[config.mk]
export PLATFORM = sky130hd
export DESIGN_NAME = fdiv_seq_ctrl_flat
export DESIGN_NICKNAME = d
export VERILOG_FILES = /design/src/rtl/fdiv_seq_ctrl_pkg.sv /design/src/rtl/fdiv_seq_ctrl_if.sv /design/src/rtl/fdiv_seq_ctrl_dffe5.sv /design/src/rtl/fdiv_seq_ctrl.sv /design/src/flat_wrapper.sv
export SDC_FILE = /design/constraint.sdc
export NUM_CORES = 1
export LEC_CHECK = 0
export ABC_AREA = 1
export BUFFER_PORTS_ARGS = -buffer_cell sky130_fd_sc_hd__buf_2
export CORE_UTILIZATION = 45
export CTS_CLUSTER_DIAMETER = 200
export DETAILED_ROUTE_END_ITERATION = 8
export PLACE_DENSITY = 0.86
export SLEW_MARGIN = 15
export SYNTH_ARGS = -nofsm -noshare
export SYNTH_HDL_FRONTEND = slang
export SYNTH_SLANG_ARGS = --single-unit
[constraint.sdc]
create_clock -name clk -period 1.55 [get_ports clk]
set_input_delay 0.0775 -clock clk [delete_from_list [all_inputs] [get_ports clk]]
set_output_delay 0.0775 -clock clk [all_outputs]
set_load 0.01 [all_outputs]
[src/rtl/fdiv_seq_ctrl_pkg.sv]
// Shared types and defaults for the FP divide/sqrt sequencer.
// State encoding is fixed because the pipeline debug view decodes it.
package fdiv_ctrl_pkg;

   typedef enum logic [1:0] {
      ST_IDLE = 2'd0,
      ST_RUN  = 2'd1,
      ST_DONE = 2'd2
   } state_e;

   localparam int DIV_CYCLES  = 24;
   localparam int SQRT_CYCLES = 26;
   localparam int CW          = 5;

   // Value loaded into the countdown when an op is accepted.
   function automatic logic [CW-1:0] first_count(input logic is_sqrt, input int div_n, input int sqrt_n);
      return is_sqrt ? CW'(sqrt_n - 1) : CW'(div_n - 1);
   endfunction

endpackage

[src/rtl/fdiv_seq_ctrl_if.sv]
// ID-stage / writeback handshake between the FPU pipeline and the divide sequencer.
// master = pipeline side driving issue and ack, slave = sequencer.
interface fdiv_seq_ctrl_if #(
   parameter int CW = fdiv_ctrl_pkg::CW
);
   logic          start_div;
   logic          start_sqrt;
   logic [4:0]    fd;
   logic [4:0]    fs;
   logic [4:0]    ft;
   logic          use_fs;
   logic          use_ft;
   logic          wb_ack;
   logic          cancel;

   logic          load;
   logic          iter;
   logic          op_sqrt;
   logic [CW-1:0] count;
   logic          busy;
   logic          stall;
   logic          e;
   logic          wb_valid;
   logic [4:0]    wb_rd;

   modport master (
      output start_div, start_sqrt, fd, fs, ft, use_fs, use_ft, wb_ack, cancel,
      input  load, iter, op_sqrt, count, busy, stall, e, wb_valid, wb_rd
   );

   modport slave (
      input  start_div, start_sqrt, fd, fs, ft, use_fs, use_ft, wb_ack, cancel,
      output load, iter, op_sqrt, count, busy, stall, e, wb_valid, wb_rd
   );
endinterface

[src/rtl/fdiv_seq_ctrl_dffe5.sv]
// 5-bit enabled register with async active-low clear; holds the destination fd.
module dffe5 (
   input  logic       clk,
   input  logic       clrn,
   input  logic       e,
   input  logic [4:0] d,
   output logic [4:0] q
);
   logic [4:0] data_q;
   logic [4:0] data_d;

   always_comb begin
      data_d = e ? d : data_q;
   end

   always_ff @(posedge clk or negedge clrn) begin
      if (!clrn) begin
         data_q <= '0;
      end else begin
         data_q <= data_d;
      end
   end

   assign q = data_q;
endmodule

[src/rtl/fdiv_seq_ctrl.sv]
// Divide/sqrt sequencer: accepted start -> wb_valid after N+1 cycles, held until wb_ack; stalls ID on busy unit or RAW on held fd.
// Optional FDIV_CANCEL_EN lets cancel abort an in-flight op; otherwise cancel is ignored.
module fdiv_seq_ctrl
   import fdiv_ctrl_pkg::*;
#(
   parameter int DIV_CYCLES  = fdiv_ctrl_pkg::DIV_CYCLES,
   parameter int SQRT_CYCLES = fdiv_ctrl_pkg::SQRT_CYCLES,
   parameter int CW          = fdiv_ctrl_pkg::CW
) (
   input  logic             clk,
   input  logic             clrn,
   fdiv_seq_ctrl_if.slave   ctl
);

   state_e        state_q, state_d;
   logic [CW-1:0] count_q, count_d;
   logic          op_sqrt_q, op_sqrt_d;
   logic          iter_q, iter_d;
   logic          busy_q, busy_d;
   logic          wb_valid_q, wb_valid_d;

   logic          start;
   logic          raw_hit;
   logic          struct_stall;
   logic          stall;
   logic          accept;
   logic          kill;
   logic [4:0]    wb_rd;

`ifdef FDIV_CANCEL_EN
   assign kill = ctl.cancel & (state_q != ST_IDLE);
`else
   logic unused_cancel;
   assign unused_cancel = ctl.cancel;
   assign kill          = 1'b0;
`endif

   always_comb begin
      start        = ctl.start_div | ctl.start_sqrt;
      // No bypass from the divider: any reader of the held fd waits until writeback has retired.
      raw_hit      = busy_q & ((ctl.use_fs & (ctl.fs == wb_rd)) | (ctl.use_ft & (ctl.ft == wb_rd)));
      struct_stall = start & ((state_q == ST_RUN) | ((state_q == ST_DONE) & ~ctl.wb_ack));
      stall        = raw_hit | struct_stall;
      accept       = start & ~stall & ~kill &
                     ((state_q == ST_IDLE) | ((state_q == ST_DONE) & ctl.wb_ack));
   end

   always_comb begin
      state_d   = state_q;
      count_d   = count_q;
      op_sqrt_d = op_sqrt_q;
      if (kill) begin
         state_d = ST_IDLE;
         count_d = '0;
      end else if (accept) begin
         state_d   = ST_RUN;
         count_d   = first_count(ctl.start_sqrt, DIV_CYCLES, SQRT_CYCLES);
         op_sqrt_d = ctl.start_sqrt;
      end else begin
         case (state_q)
            ST_IDLE: ;
            ST_RUN: begin
               if (count_q == '0) begin
                  state_d = ST_DONE;
               end else begin
                  count_d = count_q - 1'b1;
               end
            end
            ST_DONE: begin
               if (ctl.wb_ack) begin
                  state_d = ST_IDLE;
               end
            end
            default: begin
               state_d = ST_IDLE;
               count_d = '0;
            end
         endcase
      end
      iter_d     = (state_d == ST_RUN);
      busy_d     = (state_d != ST_IDLE);
      wb_valid_d = (state_d == ST_DONE);
   end

   always_ff @(posedge clk or negedge clrn) begin
      if (!clrn) begin
         state_q    <= ST_IDLE;
         count_q    <= '0;
         op_sqrt_q  <= 1'b0;
         iter_q     <= 1'b0;
         busy_q     <= 1'b0;
         wb_valid_q <= 1'b0;
      end else begin
         state_q    <= state_d;
         count_q    <= count_d;
         op_sqrt_q  <= op_sqrt_d;
         iter_q     <= iter_d;
         busy_q     <= busy_d;
         wb_valid_q <= wb_valid_d;
      end
   end

   dffe5 u_wb_rd (
      .clk  (clk),
      .clrn (clrn),
      .e    (accept),
      .d    (ctl.fd),
      .q    (wb_rd)
   );

   assign ctl.load     = accept;
   assign ctl.iter     = iter_q;
   assign ctl.op_sqrt  = op_sqrt_q;
   assign ctl.count    = count_q;
   assign ctl.busy     = busy_q;
   assign ctl.stall    = stall;
   assign ctl.e        = ~stall;
   assign ctl.wb_valid = wb_valid_q;
   assign ctl.wb_rd    = wb_rd;

   a_one_start : assert property (@(posedge clk) disable iff (!clrn)
      !(ctl.start_div && ctl.start_sqrt));

endmodule

[src/flat_wrapper.sv]
// flat-port wrapper written by rule: the top's interface ports become plain ports
module fdiv_seq_ctrl_flat import fdiv_ctrl_pkg::*;
#(
   parameter int DIV_CYCLES  = fdiv_ctrl_pkg::DIV_CYCLES,
   parameter int SQRT_CYCLES = fdiv_ctrl_pkg::SQRT_CYCLES,
   parameter int CW          = fdiv_ctrl_pkg::CW
)
  (clk, clrn, ctl_start_div, ctl_start_sqrt, ctl_fd, ctl_fs, ctl_ft, ctl_use_fs, ctl_use_ft, ctl_wb_ack, ctl_cancel, ctl_load, ctl_iter, ctl_op_sqrt, ctl_count, ctl_busy, ctl_stall, ctl_e, ctl_wb_valid, ctl_wb_rd);
  fdiv_seq_ctrl_if #(.CW(CW)) ctl_i ();
  input  logic clk;
  input  logic clrn;
  input wire logic [$bits(ctl_i.start_div)-1:0] ctl_start_div;
  input wire logic [$bits(ctl_i.start_sqrt)-1:0] ctl_start_sqrt;
  input wire logic [$bits(ctl_i.fd)-1:0] ctl_fd;
  input wire logic [$bits(ctl_i.fs)-1:0] ctl_fs;
  input wire logic [$bits(ctl_i.ft)-1:0] ctl_ft;
  input wire logic [$bits(ctl_i.use_fs)-1:0] ctl_use_fs;
  input wire logic [$bits(ctl_i.use_ft)-1:0] ctl_use_ft;
  input wire logic [$bits(ctl_i.wb_ack)-1:0] ctl_wb_ack;
  input wire logic [$bits(ctl_i.cancel)-1:0] ctl_cancel;
  output wire logic [$bits(ctl_i.load)-1:0] ctl_load;
  output wire logic [$bits(ctl_i.iter)-1:0] ctl_iter;
  output wire logic [$bits(ctl_i.op_sqrt)-1:0] ctl_op_sqrt;
  output wire logic [$bits(ctl_i.count)-1:0] ctl_count;
  output wire logic [$bits(ctl_i.busy)-1:0] ctl_busy;
  output wire logic [$bits(ctl_i.stall)-1:0] ctl_stall;
  output wire logic [$bits(ctl_i.e)-1:0] ctl_e;
  output wire logic [$bits(ctl_i.wb_valid)-1:0] ctl_wb_valid;
  output wire logic [$bits(ctl_i.wb_rd)-1:0] ctl_wb_rd;
  assign ctl_i.start_div = ctl_start_div;
  assign ctl_i.start_sqrt = ctl_start_sqrt;
  assign ctl_i.fd = ctl_fd;
  assign ctl_i.fs = ctl_fs;
  assign ctl_i.ft = ctl_ft;
  assign ctl_i.use_fs = ctl_use_fs;
  assign ctl_i.use_ft = ctl_use_ft;
  assign ctl_i.wb_ack = ctl_wb_ack;
  assign ctl_i.cancel = ctl_cancel;
  assign ctl_load = ctl_i.load;
  assign ctl_iter = ctl_i.iter;
  assign ctl_op_sqrt = ctl_i.op_sqrt;
  assign ctl_count = ctl_i.count;
  assign ctl_busy = ctl_i.busy;
  assign ctl_stall = ctl_i.stall;
  assign ctl_e = ctl_i.e;
  assign ctl_wb_valid = ctl_i.wb_valid;
  assign ctl_wb_rd = ctl_i.wb_rd;
  fdiv_seq_ctrl #(.DIV_CYCLES(DIV_CYCLES), .SQRT_CYCLES(SQRT_CYCLES), .CW(CW)) u_core (.clk(clk), .clrn(clrn), .ctl(ctl_i));
endmodule
* After elaboration in Yosys (flattened, before gate mapping) *
Cells that the tools add are included.

word-level totals
  output and inout bits = 17
  word-level logic and storage cells = 44
  latch bits = 0
  memories = 0
  ROM bits = 0
  bits in writable memories = 0
  bits of input ports = 23
  flip-flop bits (word level) = 16

cells by class
  order comparisons = 0
  multipliers = 0
  mux-type cells = 8
  shift-type cells = 0
  add/sub/neg operators = 1
  bitwise gates (word level) = 15
  div/mod/pow operators = 0
  reduce and logical (&&, ||, !) cells = 5
  equality and inequality tests = 8

operators with widths
  kind                                                                    number
  5-bit equality test                                                     2
  5-bit two-way mux                                                       2
  5-bit case mux with 2 select lines                                      1
  1-bit bitwise AND                                                       8
  2-bit two-way mux                                                       3
  2-bit case mux with 3 select lines                                      1
  5-bit logical NOT                                                       1
  1-bit OR                                                                5
  5-bit by 1-bit subtractor with 5-bit output (second input constant)     1
  2-bit by 1-bit equality test with 1-bit output (second input constant)  2
  2-bit equality test (second input constant)                             2
  4-bit two-way mux                                                       1
  3-bit != test (second input constant)                                   1
  2-bit logical NOT                                                       1
  2-bit by 1-bit != test with 1-bit output (second input constant)        1
  1-bit NOT                                                               2
  2-bit AND reduction                                                     1
  2-bit nonzero test                                                      1
  2-bit OR reduction                                                      1

* Longest topological paths before layout *
  depth after elaboration = 10
  gate-level depth with buffers = 12
  gate-level depth less buffers = 11

* Hierarchy *
Synthesis repeated with hierarchy kept, for this count alone.

second synthesis, totals
  cells, all modules = 155
  area, all modules = 1041.0 sq um

modules (own cells, without submodules)
  module         instances  cells each  seq. area each (sq um)  area an instance (sq um)
  fdiv_seq_ctrl  1          134         275.3                   855.8
  dffe5          1          21          125.1                   185.2

* Worst setup path after synthesis *
Ideal clock, no wire load.

  kind = register to register
  start = register u_core.count_q[0] (netlist: u_core.ctl.count[0])
  end = register u_core.count_q[2] (netlist: u_core.ctl.count[2])
  arrival time = 1.339 ns
  setup slack = 0.084 ns
  setup time = 0.127 ns
  required time = 1.423 ns
  buffers on the path = 0
  cell stages (with the launch flop) = 10
  clock period less this slack = 1.466 ns
  cells stage by stage = dfrtp_1 -> inv_1 -> ha_1 -> nand2_1 -> nor2_2 -> nand2_1 -> nand2_1 -> inv_1 -> o211ai_1 -> nand3_1

between the ends
  cells in the longest elaborated chain, start to end = 4
  elaborated cells between the ends (all ways) = 7
  classes of those cells = add/sub (1); eq/ne (1); mux (3); reduce/logical (2)

RTL lines
  element                                      RTL line             source
  from (decl)                                  fdiv_seq_ctrl.sv:16  logic [CW-1:0] count_q, count_d;
  from (signal assigned)                       fdiv_seq_ctrl.sv:95  count_q <= count_d;
  5-bit by 1-bit subtractor with 5-bit output  fdiv_seq_ctrl.sv:66  count_d = count_q - 1'b1;
  5-bit two-way mux                            fdiv_seq_ctrl.sv:63  if (count_q == '0) begin
  5-bit case mux with 2 select lines           fdiv_seq_ctrl.sv:60  case (state_q)
  5-bit two-way mux                            fdiv_seq_ctrl.sv:55  end else if (accept) begin

Several ways; a longest one is shown, not always the timed one. The select of a mux whose other input is x is not followed.
A chain may end at the register's enable or synchronous reset.

* Worst setup path in the final report *
  start = register u_core.u_wb_rd.data_q[2] (netlist: u_core.u_wb_rd.q[2])
  end = output port ctl_load

between the ends
  cells in the longest elaborated chain, start to end = 8
  elaborated cells between the ends (all ways) = 10
  classes of those cells = eq/ne (2); bitwise (8)

RTL lines
  element                            RTL line                   source
  from (decl)                        fdiv_seq_ctrl_dffe5.sv:9   logic [4:0] data_q;
  from (signal assigned)             fdiv_seq_ctrl_dffe5.sv:20  data_q <= data_d;
  5-bit equality test                fdiv_seq_ctrl.sv:41        raw_hit = busy_q & ((ctl.use_fs & (ctl.fs == wb_rd)) | (ctl.use_ft & (ctl.ft == wb_rd)));
  1-bit bitwise AND                  fdiv_seq_ctrl.sv:41
  1-bit OR *                         fdiv_seq_ctrl.sv:41
  1-bit bitwise AND *                fdiv_seq_ctrl.sv:41
  1-bit OR *                         fdiv_seq_ctrl.sv:43        stall = raw_hit | struct_stall;
  1-bit NOT *                        fdiv_seq_ctrl.sv:44        accept = start & ~stall & ~kill &
  1-bit bitwise AND * (2 in series)  fdiv_seq_ctrl.sv:44
  to (decl)                          flat_wrapper.sv:21         output wire logic [$bits(ctl_i.load)-1:0] ctl_load;

Mark *: on every way between the ends. The rest lies on a longest branch, timed or not.

==> impl_metrics.env <==
export IMPL_yosysUniqueCellTypes=20
export IMPL_cp_end_kind="primary output"
export IMPL_clk_pin_slew_ns=0.08
export IMPL_place_congestion=0.834
export IMPL_synth_cells=143
export IMPL_via_per_inst=4.82
export IMPL_seq_power_share=0.293
export IMPL_core_mm2=0.00204
export IMPL_synthFlopType="dfrtp_1"
export IMPL_ys_ff_latch=16
export IMPL_ys_seq_area_frac=0.392
export IMPL_worst_path_buf_inv=3
export IMPL_failed_checks="setup timing"
export IMPL_reg2reg_depth=12
export IMPL_ir_drop_v=0.00116
export IMPL_synth_edf_count=0
export IMPL_synth_top_cell_area_share=0.392
export IMPL_synth_most_common_cell="nand2_1"
export IMPL_cts_root_buf="clkbuf_4"
export IMPL_drc=0
export IMPL_finalCritPeriodShare=1.01
export IMPL_hp_class="in2reg"
export IMPL_grt_pass1_wl_um=3900
export IMPL_n_antenna_cell=0
export IMPL_hold_path_endpoint="u_core.u_wb_rd.q[4]"
export IMPL_max_stage_delay_ns=0.39
export IMPL_nets=220
export IMPL_num_vias=1060
export IMPL_grt_max_degree=17
export IMPL_switching_share=0.473
export IMPL_clock_latency_ns=0.28
export IMPL_crit_family="simple AND/OR/NAND/NOR gates"
export IMPL_drv_cap=0
export IMPL_final_cells=220
export IMPL_cp_cell_sequence="inv_2, nand2_1, nand2_1, nor2_1, nand3_1, nand2_1, nand2_2, nand3_4, inv_6, buf_6"
export IMPL_clk_path_buf_depth=2
export IMPL_arrival_ns=1.48
export IMPL_slew_viol_final=0
export IMPL_combPwrFrac=0.630
export IMPL_path_max_fanout=4
export IMPL_yosysWarnings=0
export IMPL_powerDensity_mw_per_mm2=1930
export IMPL_dp_hpwl_um=1720
export IMPL_finalWorstSetupSlack_ns=-0.0106
export IMPL_hold_start="ctl_fd[4]"
export IMPL_drt_first_pass_iters=4
export IMPL_grtUsageTotal=0.201
export IMPL_final_layout_size_suffix_gt1_frac=0.399
export IMPL_switchingPower_mw=1.27
export IMPL_clkSinkCount=16
export IMPL_min_period_ns=1.56
export IMPL_power_leakage_nw=0.800
export IMPL_max_freq_mhz=641
export IMPL_synth_common_cells="49 x nand2_1, 20 x inv_1, 16 x dfrtp_1"
export IMPL_wl_um=2310
export IMPL_pin_count=40
export IMPL_rsz0062_at_grt="yes"
export IMPL_start_util=0.501
export IMPL_slew_headroom=0.756
export IMPL_worstSetupPathType="reg2out"
export IMPL_num_rows=16
export IMPL_ant_nets=0
export IMPL_avgSynthCellArea_um2=7.15
export IMPL_dp_worst_setup_slack_ns=-0.00155
export IMPL_p_int_mw=1.42
export IMPL_die_h_um=49.7
export IMPL_hold_violations=0
export IMPL_synthArstFlopShare=1.00
export IMPL_grt_overflow_total=0
export IMPL_setup_viol=2
export IMPL_numCtsBuffers=3
export IMPL_critPathLaunchType="register"
export IMPL_status="complete, but fails checks"
export IMPL_die_area_mm2=0.00247
export IMPL_power_mw=2.69
export IMPL_tightest_slew_ns=0.366
export IMPL_syn_nets=168
export IMPL_placed_cells_incl_taps=209
export IMPL_die_w_um=49.7
export IMPL_synth_top_area_cell="dfrtp_1"
export IMPL_htree_levels=1
export IMPL_synthTopCellsByArea="dfrtp_1 39%, nand2_1 18%, inv_1 7.3%"
export IMPL_r2r_slack_ns=0.04
export IMPL_holdPathStages=3
export IMPL_r2r_start="u_core.u_wb_rd.q[2]"
export IMPL_regToRegEndpoint="u_core.ctl.count[2]"
export IMPL_hold_worst_slack_ns=0.00919
export IMPL_clock_power_share=0.077
export IMPL_grt_pass1_vias=1013
export IMPL_area_delta_synth_final_pct=35.9
export IMPL_syn_area_mm2=0.00102
export IMPL_cts_tree="built"
export IMPL_critPathSlowestCell="dfrtp_1"
export IMPL_crit_required_ns=1.47
export IMPL_drt_iter0_drc=30
export IMPL_antenna_found_initial=0
export IMPL_fin_skew_ns=0.00181
export IMPL_detail_route_wl_per_cell_um=10.5
export IMPL_cpMostUsedCell="nand2_1"
export IMPL_portBuffers=38
worst register-to-register path, stage by stage, from the launching register on:
cell	delay (ns)
dfrtp_1	0.39
inv_2	0.07
nand2_1	0.06
nand2_1	0.05
nor2_1	0.12
nand3_1	0.09
nand2_1	0.09
nand2_2	0.09
nand3_4	0.10
inv_6	0.04
buf_8	0.14
nand2_2	0.08
nand3_1	0.08
timing repair:
action | in CTS | in global routing
resized for setup | 7 | 7
pin swaps | 5 | 3
hold buffers | 5 | 0
buffers inserted | 3 | 0
cloned | 0 | 0
hold endpoints to repair | 20 | 0
setup endpoints to repair | 5 | 18
state kept, by name, summed over array words and instances, names as in the netlist:
name                 flops
u_core.state_q           2
u_core.ctl.op_sqrt       1
u_core.ctl.count         5
u_core.ctl.iter          1
u_core.ctl.wb_valid      1
u_core.u_wb_rd.q         5
u_core.ctl.busy          1
cells by family (layout without fill, tap and decap cells):
group           Yosys count  after routing  share of synthesized area
simple gates             78             78                      0.326
compound gates           16             16                      0.122
flops                    16             16                      0.392
buf+inv                  30             80                      0.127
xor+xnor                  1              1                    0.00857
fa+ha+maj                 2              2                     0.0245
worst max-delay path by stage:
| stage | startpoint | end | slack (ns) | cells past startpoint |
|---|---|---|---|---|
| final | u_core.u_wb_rd.q[2] | ctl_load | -0.01 | 10 |
| after global routing | u_core.u_wb_rd.q[3] | ctl_e | -0.10 | 10 |
| after CTS | u_core.u_wb_rd.q[1] | ctl_e | 0.002 | 10 |
| after detailed placement | u_core.u_wb_rd.q[1] | u_core.ctl.count[1] | -0.002 | 11 |
| after global placement | u_core.u_wb_rd.q[1] | u_core.ctl.count[1] | 0.08 | 11 |
| after floorplan | u_core.ctl.count[0] | u_core.ctl.count[2] | 0.08 | 9 |
metal layers:
metal,GRT usage,part of all wire,vias up
met2,0.381,0.50,43
met3,0.0247,0.064,3
met1,0.233,0.43,471
met4,0.0571,0.0087,0
li1,-,-,543
met5,0,0,-
area by class of cell:
type / count / area (um^2)
fillers: 167 / 653
multi-input cells: 97 / 517
flip-flops and latches: 16 / 400
repair buffers: 49 / 303
inverters: 28 / 113
well taps: 27 / 33.8
clock buffers: 3 / 22.5
power groups by stage:
| stage | Clock (mW) | Sequential [mW] | Combinational, mW |
|---|---|---|---|
| after CTS | 0.219 | 0.783 | 1.64 |
| after detailed placement | 0 | 0.789 | 1.52 |
| final | 0.207 | 0.787 | 1.69 |
| after global placement | 0 | 0.776 | 1.47 |
| after global routing | 0.234 | 0.817 | 1.88 |
| after floorplan | 0 | 0.862 | 1.01 |
placed cells by master (no fill, tap or decap), types with 2 or more instances in the layout:
cell type and instances:
nand2_1 43, buf_2 37, inv_1 20, dfrtp_1 16, nor2_1 11, nand2_2 10
nand3_1 9, o21ai_2 7, inv_2 6, dlygate4sd3_1 5, buf_4 4, o21ai_0 3
o211ai_1 3, clkbuf_4 3, nor2_2 2, a21oi_1 2, ha_1 2, buf_6 2
stage by stage:
stage          setup TNS (ns)  utilization  instance area (um^2)
4_1_cts                     0        0.670                  1370
6_report              -0.0155        0.680                  1390
2_1_floorplan               0            -                  1020
5_1_grt                -0.459        0.680                  1390
3_3_place_gp                0        0.610                  1250
3_5_place_dp         -0.00155        0.610                  1250
No activity file was read; power rests on OpenSTA's default activity.
